<file path="src/rtl/pll_ctrl_pkg.sv">
// Shared types and constants for the rPLL bring-up / reconfiguration controller.
package pll_ctrl_pkg;

  localparam int IDSEL_W  = 6;
  localparam int FBDSEL_W = 6;
  localparam int ODSEL_W  = 6;
  localparam int PSDA_W   = 4;

  // Divider codes for the Costas system clock (PLL native encoding).
  localparam logic [IDSEL_W-1:0]  COSTAS_IDSEL  = 6'd0;
  localparam logic [FBDSEL_W-1:0] COSTAS_FBDSEL = 6'd0;
  localparam logic [ODSEL_W-1:0]  COSTAS_ODSEL  = 6'd0;
  localparam logic [PSDA_W-1:0]   COSTAS_PSDA   = 4'd0;

  typedef enum logic [2:0] {S_PRST, S_WAIT, S_STABLE, S_RUN, S_FAULT} state_t;

  function automatic int max3(input int a, input int b, input int c);
    int m;
    m = (a > b) ? a : b;
    return (m > c) ? m : c;
  endfunction

endpackage

</file>
<file path="src/rtl/sync_2ff.sv">
// Two-flop synchroniser for signals asynchronous to clk; resets to 0.
module sync_2ff #(
  parameter int W = 1
) (
  input  logic         clk,
  input  logic         rst_n,
  input  logic [W-1:0] d,
  output logic [W-1:0] q
);

  logic [W-1:0] meta;

  always_ff @(posedge clk or negedge rst_n) begin
    if (!rst_n) begin
      meta <= '0;
      q    <= '0;
    end else begin
      meta <= d;
      q    <= meta;
    end
  end

endmodule

</file>
<file path="src/rtl/pll_reconfig_ctrl.sv">
// rPLL sequencer: reset -> wait-for-lock -> stability qualify -> run, with retry,
// fault handling and divider reconfiguration; releases sys_rst_n once qualified.
module pll_reconfig_ctrl
  import pll_ctrl_pkg::*;
#(
  parameter int                   RST_HOLD_CYC     = 16,
  parameter int                   LOCK_TIMEOUT_CYC = 100000,
  parameter int                   LOCK_STABLE_CYC  = 1024,
  parameter int                   MAX_RETRY        = 3,
  parameter logic [IDSEL_W-1:0]   IDSEL_DEF        = COSTAS_IDSEL,
  parameter logic [FBDSEL_W-1:0]  FBDSEL_DEF       = COSTAS_FBDSEL,
  parameter logic [ODSEL_W-1:0]   ODSEL_DEF        = COSTAS_ODSEL,
  parameter logic [PSDA_W-1:0]    PSDA_DEF         = COSTAS_PSDA
) (
  input  logic                 clk,
  input  logic                 rst_n,
  input  logic                 cfg_valid,
  output logic                 cfg_ready,
  input  logic [IDSEL_W-1:0]   cfg_idsel,
  input  logic [FBDSEL_W-1:0]  cfg_fbdsel,
  input  logic [ODSEL_W-1:0]   cfg_odsel,
  input  logic [PSDA_W-1:0]    cfg_psda,
  input  logic                 pll_lock,
  output logic                 pll_reset,
  output logic [IDSEL_W-1:0]   pll_idsel,
  output logic [FBDSEL_W-1:0]  pll_fbdsel,
  output logic [ODSEL_W-1:0]   pll_odsel,
  output logic [PSDA_W-1:0]    pll_psda,
  output logic                 sys_rst_n,
  output logic                 locked,
  output logic                 fault,
  output logic                 lock_lost
);

  localparam int CNT_MAX = max3(RST_HOLD_CYC, LOCK_TIMEOUT_CYC, LOCK_STABLE_CYC);
  localparam int CNT_W   = $clog2(CNT_MAX + 1);
  localparam int RTY_W   = $clog2(MAX_RETRY + 1);

  localparam logic [CNT_W-1:0] CNT_SAT  = CNT_W'(CNT_MAX);
  localparam logic [CNT_W-1:0] RST_LAST = CNT_W'(RST_HOLD_CYC - 1);
  localparam logic [CNT_W-1:0] TO_LAST  = CNT_W'(LOCK_TIMEOUT_CYC - 1);
  localparam logic [CNT_W-1:0] STB_LAST = CNT_W'(LOCK_STABLE_CYC - 1);
  localparam logic [RTY_W-1:0] RTY_LIM  = RTY_W'(MAX_RETRY);

  state_t           state, state_nxt;
  logic [CNT_W-1:0] cnt, cnt_nxt, cnt_inc;
  logic [RTY_W-1:0] retry, retry_nxt, retry_inc;
  logic             lost_nxt;
  logic             lock_s;
  logic             hs;

  sync_2ff #(.W(1)) u_lock_sync (
    .clk   (clk),
    .rst_n (rst_n),
    .d     (pll_lock),
    .q     (lock_s)
  );

  assign hs        = cfg_valid && cfg_ready;
  assign cnt_inc   = (cnt == CNT_SAT) ? cnt : cnt + 1'b1;
  assign retry_inc = retry + 1'b1;

  always_comb begin
    state_nxt = state;
    cnt_nxt   = cnt;
    retry_nxt = retry;
    lost_nxt  = lock_lost;
    case (state)
      S_PRST: begin
        if (cnt >= RST_LAST) begin
          state_nxt = S_WAIT;
          cnt_nxt   = '0;
        end else begin
          cnt_nxt = cnt_inc;
        end
      end
      S_WAIT: begin
        if (lock_s) begin
          // The synced-lock cycle seen here is the first of the stable run.
          if (LOCK_STABLE_CYC <= 1) begin
            state_nxt = S_RUN;
            retry_nxt = '0;
            cnt_nxt   = '0;
          end else begin
            state_nxt = S_STABLE;
            cnt_nxt   = CNT_W'(1);
          end
        end else if (cnt >= TO_LAST) begin
          retry_nxt = retry_inc;
          cnt_nxt   = '0;
          state_nxt = (retry_inc == RTY_LIM) ? S_FAULT : S_PRST;
        end else begin
          cnt_nxt = cnt_inc;
        end
      end
      S_STABLE: begin
        if (!lock_s) begin
          state_nxt = S_WAIT;
          cnt_nxt   = '0;
        end else if (cnt >= STB_LAST) begin
          state_nxt = S_RUN;
          cnt_nxt   = '0;
          retry_nxt = '0;
        end else begin
          cnt_nxt = cnt_inc;
        end
      end
      S_RUN: begin
        if (!lock_s) begin
          state_nxt = S_PRST;
          cnt_nxt   = '0;
          lost_nxt  = 1'b1;
        end
      end
      S_FAULT: ;
      default: begin
        state_nxt = S_PRST;
        cnt_nxt   = '0;
      end
    endcase
    // A config handshake overrides everything, including a same-cycle lock drop.
    if (hs) begin
      state_nxt = S_PRST;
      cnt_nxt   = '0;
      retry_nxt = '0;
      lost_nxt  = 1'b0;
    end
  end

  always_ff @(posedge clk or negedge rst_n) begin
    if (!rst_n) begin
      state <= S_PRST;
      cnt   <= '0;
      retry <= '0;
    end else begin
      state <= state_nxt;
      cnt   <= cnt_nxt;
      retry <= retry_nxt;
    end
  end

  // Outputs are registered from the next state so they track the state register exactly.
  always_ff @(posedge clk or negedge rst_n) begin
    if (!rst_n) begin
      pll_reset  <= 1'b1;
      sys_rst_n  <= 1'b0;
      locked     <= 1'b0;
      fault      <= 1'b0;
      cfg_ready  <= 1'b0;
      lock_lost  <= 1'b0;
      pll_idsel  <= IDSEL_DEF;
      pll_fbdsel <= FBDSEL_DEF;
      pll_odsel  <= ODSEL_DEF;
      pll_psda   <= PSDA_DEF;
    end else begin
      pll_reset <= (state_nxt == S_PRST) || (state_nxt == S_FAULT);
      sys_rst_n <= (state_nxt == S_RUN);
      locked    <= (state_nxt == S_RUN);
      fault     <= (state_nxt == S_FAULT);
      cfg_ready <= (state_nxt == S_RUN) || (state_nxt == S_FAULT);
      lock_lost <= lost_nxt;
      if (hs) begin
        pll_idsel  <= cfg_idsel;
        pll_fbdsel <= cfg_fbdsel;
        pll_odsel  <= cfg_odsel;
        pll_psda   <= cfg_psda;
      end
    end
  end

endmodule

</file>
<file path="config.mk">
export PLATFORM = sky130hd
export DESIGN_NAME = pll_reconfig_ctrl
export DESIGN_NICKNAME = d
export VERILOG_FILES = /design/src/rtl/pll_ctrl_pkg.sv /design/src/rtl/sync_2ff.sv /design/src/rtl/pll_reconfig_ctrl.sv
export SDC_FILE = /design/constraint.sdc
export NUM_CORES = 1
export LEC_CHECK = 0
export CORE_UTILIZATION = 51
export CTS_BUF_LIST = sky130_fd_sc_hd__clkbuf_4 sky130_fd_sc_hd__clkbuf_8 sky130_fd_sc_hd__clkbuf_16
export DETAILED_ROUTE_END_ITERATION = 6
export HOLD_SLACK_MARGIN = 0.08
export PLACE_DENSITY = 0.85
export REMOVE_ABC_BUFFERS = 1
export SETUP_SLACK_MARGIN = 0.4
export SYNTH_ARGS = -nofsm -noshare
export SYNTH_HDL_FRONTEND = slang
export SYNTH_SLANG_ARGS = --single-unit
</file>
<file path="constraint.sdc">
create_clock -name clk -period 3.4 [get_ports clk]
set_clock_uncertainty 0.1 [all_clocks]
set_input_delay 0.68 -clock clk [delete_from_list [all_inputs] [get_ports clk]]
set_output_delay 0.68 -clock clk [all_outputs]
set_load 0.02 [all_outputs]
</file>
==> impl_results.md, run 1 <==
- CP Class: flip-flop to flip-flop
- I/O pins: 54
- Clock Sinks: 51
- Dpl ws: 360 ps
- Via count: 2,288
- Post-DR wirelength/cell: 15.0 um
- Fin util: 0.678
- EDFF count, synth: 0
- Via-to-Cell Ratio: 5.68
- Area growth syn-to-layout: 26.0%
- Leakage power: 1.46 nW
- Worst hold slack: 259 ps
- Synth top cells by count: 85 x nand2_1, 50 x dfrtp_1, 18 x nor2_1, 17 x a31oi_1, 10 x nand3_1
- Num CTS Buffers: 5
- Post-CTS Hold Fix Bufs: 0
- Largest fanout on the critical path: 8
- Final Hold Vio Count: 0
- Final ANT Viol Nets: 0
- FF+latch count, synth: 51
- Pwr per Cell Area: 738 nW/um2
- Largest area contributor in the netlist: dfrtp_1
- Crit share post-route: 0.826
- Cells after synthesis: 286
- Fin nets: 364
- Slew of the pin with the lowest slew margin: 722 ps
- Top-count cell post-synth: nand2_1
- Synthesis Warnings: 0
- Clock root cell: clkbuf_8
- Initial DRC Count: 239
- Initial Util: 0.538
- # rows: 25
- Class of the worst hold path: flip-flop to flip-flop
- Core Region: 4790 um2
- WP data required: 3550 ps
- Die Ht: 73.1 um
- Post-synthesis sequential area ratio: 0.496
- Rel. slew slack: 0.519
- Ant diodes: 0
- Drt total wl: 6.06 mm
- RSZ-0062 raised after global routing: false
- Area of the multi-input gates: 1190 um2
- Share of Yosys cell area claimed by the top area cell type: 0.486
- Syn Area/Cell: 9.01 um2
- Number of global-route vias before repair: 2,104
- Max Cap Viol: 0
- Port bufs: 53
- Asr flop ratio synth: 1.00
- Slew Viols, Final: 0
- First-pass detailed-route iteration total: 4
- Routability cong.: 0.979
- Post-synth cell types: 54
- Clock Tree Buf Depth: 2
- FF+latch area: 1280 um2
- Pin count of the biggest net entering global routing: 35
- Setup tns final: 0 ps
- Congestion Overflow GR: 0
- FMAX: 356 MHz
- Startpoint types: flip-flop
- Synth area leaders: dfrtp_1 49%, nand2_1 12%, a31oi_1 4.1%
- Post-Syn Area: 2580 um2
- Filler Cell Count: 392
- Global Route Usage Sum: 0.240
- Total power: 2.40 mW
- Register clock-pin slew on the reported worst setup and hold paths: 90 ps
- Worst setup margin: 592 ps
- CTS tree: built
- Layout cell share with drive strength beyond 1: 0.0893
- Initial antenna violation count: 0
- Status: finished clean
- Maximum vdd drop: 0.530 mV
- Die X: 73.1 um
- DR DRC count: 0
- DP HPWL: 4.18 mm
- CP arrival: 2960 ps
- Final Setup Violations: 0
- Synth Flop Type: dfrtp_1
- First-pass GRT wire length: 9.79 mm
- Skew-Pair Late Insertion Delay: 310 ps
- CTS H-tree depth: 2
- Die area: 5340 um2
- Min cycle time layout: 2810 ps
- Critical Path End Type: flip-flop
[sequential cells by signal, summed over array words and instances, names as in the netlist]
register          cells
cfg_ready             1
cnt                  17
fault                 1
lock_lost             1
locked                1
pll_fbdsel            6
pll_idsel             6
pll_odsel             6
pll_psda              4
pll_reset             1
retry                 2
state                 3
u_lock_sync.meta      1
u_lock_sync.q         1
[per-stage QoR]
| stage | cells | cell area [um2] |
|---|---|---|
| 6_report | 403 | 3250 |
| 5_1_grt | 403 | 3250 |
| 4_1_cts | 400 | 3220 |
| 3_5_place_dp | 392 | 3120 |
| 3_3_place_gp | 392 | 3120 |
| 2_1_floorplan | 269 | 2490 |
[repair_timing]
item                       in CTS  in global routing
setup buffers                   0                  3
pin swaps                       0                  1
setup endpoints to repair       1                  1
resized for setup               1                  0
[worst max-delay path, cell delays in order (launching register included)]
cell and delay, ps:
dfrtp_1 440, or4_1 660, and3_1 250, a211oi_2 360
a211oi_4 170, buf_4 180, or4_1 490, nand3_1 90
[cells by family (layout without fill, tap and decap cells)]
kind of cell	count (synthesis)	in the layout	share of synthesized area
multiplexers	3	3	0.0126
AO/OA/AOI/OAI	45	45	0.131
flip-flops	51	51	0.496
AND/OR/NAND/NOR	160	160	0.299
buffers and inverters	23	73	0.0437
adder cells (fa/ha/maj)	3	3	0.0146
XOR/XNOR	1	1	0.00340
[worst paths after layout]
path	end	from	cells after the start	slack, ps
setup / recovery	cnt[14]	cnt[14]	7	590
hold / removal	u_lock_sync.q	u_lock_sync.meta	0	260
setup reg to reg	cnt[14]	cnt[14]	7	590
hold reg to reg	u_lock_sync.q	u_lock_sync.meta	0	260
max in group asynchronous	cnt[9]	rst_n	2	2180
min in group asynchronous	pll_fbdsel[3]	rst_n	1	310
[where the power goes]
group          total, mW  internal (mW)  switching (mW)
registers          0.930          0.792           0.138
logic               1.09          0.528           0.560
clock network      0.378          0.166           0.212
[per-layer routing]
layer,track usage,vias to the layer above,wire length [um]
li1,-,1104,-
met4,0.0741,0,79
met3,0.0525,8,311
met5,0,-,0
met1,0.310,1088,2610
met2,0.403,88,3070
[cell type report]
class,count,share of cell area
Clock buffer,6,0.0254
Sequential cell,51,0.393
Timing Repair Buffer,59,0.176
Tap cell,67,0.0258
Clock inverter,2,0.00501
Multi-Input combinational cell,212,0.368
Inverter,6,0.00694
[placed cells by master (no fill, tap or decap), types with 2 or more instances in the layout]
| cell | synthesis | routed |
|---|---|---|
| clkbuf_8 | 0 | 6 |
| a31o_2 | 3 | 3 |
| clkdlybuf4s50_1 | 0 | 52 |
| nor2_1 | 18 | 18 |
| or3_1 | 6 | 6 |
| nor2b_1 | 5 | 5 |
| nor4_1 | 5 | 5 |
| o21ai_0 | 2 | 2 |
| nor4b_1 | 2 | 2 |
| nand2_1 | 85 | 85 |
| nor3_1 | 4 | 4 |
| dfrtp_1 | 50 | 50 |
| or3_2 | 2 | 2 |
| ha_1 | 3 | 3 |
| a22o_1 | 4 | 4 |
| mux2_2 | 2 | 2 |
| nand3_1 | 10 | 10 |
| a31oi_1 | 17 | 17 |
| inv_1 | 6 | 6 |
| and3_1 | 3 | 3 |
| buf_4 | 2 | 6 |
| or4_1 | 3 | 3 |
| and2_1 | 3 | 3 |
| and4_1 | 2 | 2 |
| nand4_1 | 5 | 5 |
| a21oi_1 | 2 | 2 |
| a211oi_1 | 2 | 2 |
(Power assumes the default switching activity.)
==> run 2, diff against run 1 <==
--- a/config.mk
+++ b/config.mk
@@ -5,11 +5,11 @@
 export SDC_FILE = /design/constraint.sdc
 export NUM_CORES = 1
 export LEC_CHECK = 0
-export CORE_UTILIZATION = 51
+export CORE_UTILIZATION = 46
 export CTS_BUF_LIST = sky130_fd_sc_hd__clkbuf_4 sky130_fd_sc_hd__clkbuf_8 sky130_fd_sc_hd__clkbuf_16
 export DETAILED_ROUTE_END_ITERATION = 6
 export HOLD_SLACK_MARGIN = 0.08
-export PLACE_DENSITY = 0.85
+export PLACE_DENSITY = 0.81
 export REMOVE_ABC_BUFFERS = 1
 export SETUP_SLACK_MARGIN = 0.4
 export SYNTH_ARGS = -nofsm -noshare
==> constraint.sdc (replaced) <==
create_clock -name clk -period 2.35 [get_ports clk]
set_clock_uncertainty 0.1 [all_clocks]
set_input_delay 0.47 -clock clk [delete_from_list [all_inputs] [get_ports clk]]
set_output_delay 0.47 -clock clk [all_outputs]
set_load 0.02 [all_outputs]
==> run 2 against run 1 <==
  * The flow now finishes with violations (setup timing)
  * Die area rose by 11%
  * Register-to-register slack got worse by 840 ps
  * Clock-buffer cell count fell by 1
==> impl_results.md, run 2 (synthesis results as in run 1) <==
- Status: finished with violations
- Failing checks: setup timing
- Critical Path End Type: flip-flop
- CTS tree: built
- Final Setup Violations: 19 (+19)
- Crit Reg-Reg Endpoint: cnt[11]
- Area after DPL: 3490 um2 (+12%)
- Highest metal used: met4
- FMAX: 384 MHz (+7.9%)
- Slew of the pin with the lowest slew margin: 777 ps (+55.4 ps)
- Via count: 2,603 (+14%)
- Most frequent cells in the layout: 85 x nand2_1, 53 x buf_4, 51 x clkdlybuf4s50_1
- Max Cap Viol: 0 (unchanged)
- Skew-Pair Late Insertion Delay: 320 ps (about the same)
- Most flop-heavy register: cnt
- Hold depth: 0 (unchanged)
- Via-to-Cell Ratio: 5.68 (+0.11%)
- Initial antenna violation count: 0 (unchanged)
- CP Class: flip-flop to flip-flop
- Die X: 76.8 um (+5.1%)
- Setup tns final: -2920 ps (-2920 ps)
- Layout cell share with drive strength beyond 1: 0.240 (+0.150)
- First-pass GRT wire length: 11.4 mm (+17%)
- RSZ-0062 raised after global routing: true
- Crit share post-route: 1.11 (+0.282)
- Pwr per Cell Area: 1020 nW/um2 (+39%)
- Reg2Reg Launch Point: cnt[14]
- Fin area: 3820 um2 (+18%)
- Final ANT Viol Nets: 0 (unchanged)
- FF+latch area: 1280 um2 (unchanged)
- DR DRC count: 0 (unchanged)
- Worst setup margin: -253 ps (-845 ps)
- Die Ht: 76.8 um (+5.1%)
- Post-DR wirelength/cell: 16.1 um (+7.2%)
- Routability cong.: 0.934 (-4.6%)
- Clock root cell: clkbuf_8
- Leakage power: 1.80 nW (+23%)
- Clock Sinks: 51 (unchanged)
- # rows: 26 (+4.0%)
- Area growth syn-to-layout: 48.4%
- Global Route Usage Sum: 0.248 (+0.00721)
- Slew Viols, Final: 0 (unchanged)
- Final Hold Vio Count: 0 (unchanged)
- Number of global-route vias before repair: 2,457 (+17%)
- Worst Reg-to-Reg Cells: 9 (+2)
- Congestion Overflow GR: 0 (unchanged)
- Port bufs: 53 (unchanged)
- Drt total wl: 7.39 mm (+22%)
- Hold Crit Start: u_lock_sync.meta
- Pin count of the biggest net entering global routing: 31 (-11%)
- I/O pins: 54 (unchanged)
- Wire length on met1: 3.02 mm (+16%)
- Register clock-pin slew on the reported worst setup and hold paths: 100 ps (about the same)
- Initial DRC Count: 248 (+3.8%)
- CTS H-tree depth: 2 (unchanged)
- WP data required: 2440 ps (-1110 ps)
- Num CTS Buffers: 5 (unchanged)
- Max reg flops: 17 (unchanged)
- Clock Tree Buf Depth: 2 (unchanged)
- Die area: 5900 um2 (+11%)
- Most common cell after layout, fill and taps aside: nand2_1
- Maximum vdd drop: 0.805 mV (+52%)
- Ant diodes: 0 (unchanged)
- Met3 routed WL: 366 um (+18%)
- DP HPWL: 4.99 mm (+19%)
- Routed length on met2: 3.74 mm (+22%)
- Initial Util: 0.492 (-0.0464)
- Flop2flop setup slack: -250 ps (-840 ps)
- Filler Cell Count: 371 (-5.4%)
- First-pass detailed-route iteration total: 5 (+1)
- Class of the worst hold path: flip-flop to flip-flop
- CP arrival: 2690 ps (-270 ps)
- Hold endpoint: u_lock_sync.q
- Area of the multi-input gates: 1330 um2 (+12%)
- Largest fanout on the critical path: 6 (-2)
- Startpoint types: flip-flop
- Fin nets: 416 (+14%)
- Core Region: 5240 um2 (+9.4%)
- Min cycle time layout: 2600 ps (-205 ps)
- Rel. slew slack: 0.469 (-0.0503)
==> run 2: how the worst max path moves through the flow <==
| stage | from | endpoint | slack (ps) | cells past startpoint |
|---|---|---|---|---|
| 6_report | cnt[14] | cnt[11] | -250 | 9 |
| 5_1_grt | cnt[14] | cnt[11] | -290 | 9 |
| 4_1_cts | cnt[13] | cnt[14] | -200 | 7 |
| 3_5_place_dp | cnt[14] | cnt[11] | -430 | 7 |
| 3_3_place_gp | cnt[14] | cnt[11] | -280 | 7 |
| 2_1_floorplan | cnt[14] | cnt[2] | -310 | 6 |
==> run 2: layout make-up <==
type / instances / share of cell area
Tap cell: 70 / 0.0229
Clock inverter: 3 / 0.0124
Multi-Input combinational cell: 212 / 0.349
Inverter: 6 / 0.00589
Timing Repair Buffer: 111 / 0.258
Sequential cell: 51 / 0.334
Clock buffer: 5 / 0.0180
==> run 2: repair_timing <==
item	in CTS	in global routing
endpoints found under the setup margin	26	25
gates resized for setup	13	18
endpoints found under the hold margin	22	0
buffers inserted	5	1
cloned	0	0
pin swaps	13	6
hold buffers	1	0
==> run 2: metrics by stage <==
step / power, mW / worst slack [ps] / utilization / hold WS [ps] / std cells
5_1_grt: 4.11 / -289 / 0.730 / 271 / 458
4_1_cts: 3.80 / -203 / 0.712 / 264 / 457
2_1_floorplan: 2.20 / -310 / - / 74.4 / 269
3_3_place_gp: 3.05 / -275 / 0.667 / 234 / 443
3_5_place_dp: 3.10 / -425 / 0.667 / 243 / 443
6_report: 3.91 / -253 / 0.730 / 258 / 458
==> run 2: report_power, final <==
group / internal [mW] / switching [mW] / total, mW
Clock: 0.323 / 0.313 / 0.636
Sequential: 1.15 / 0.171 / 1.32
Combinational: 0.998 / 0.962 / 1.96
==> run 2: critical path, stage by stage, from the launching register on <==
cell and delay [ps]:
dfrtp_1 380, or4_4 600, buf_4 180, nor4_4 200
a211oi_4 90, buf_6 170, a211o_4 350, buf_4 170
a31oi_1 190, a31oi_1 60
==> run 2: layer usage <==
metal | vias up | global-route usage
met5 | - | 0
met4 | 0 | 0.125
met3 | 30 | 0.0333
met2 | 109 | 0.423
met1 | 1259 | 0.305
li1 | 1205 | -
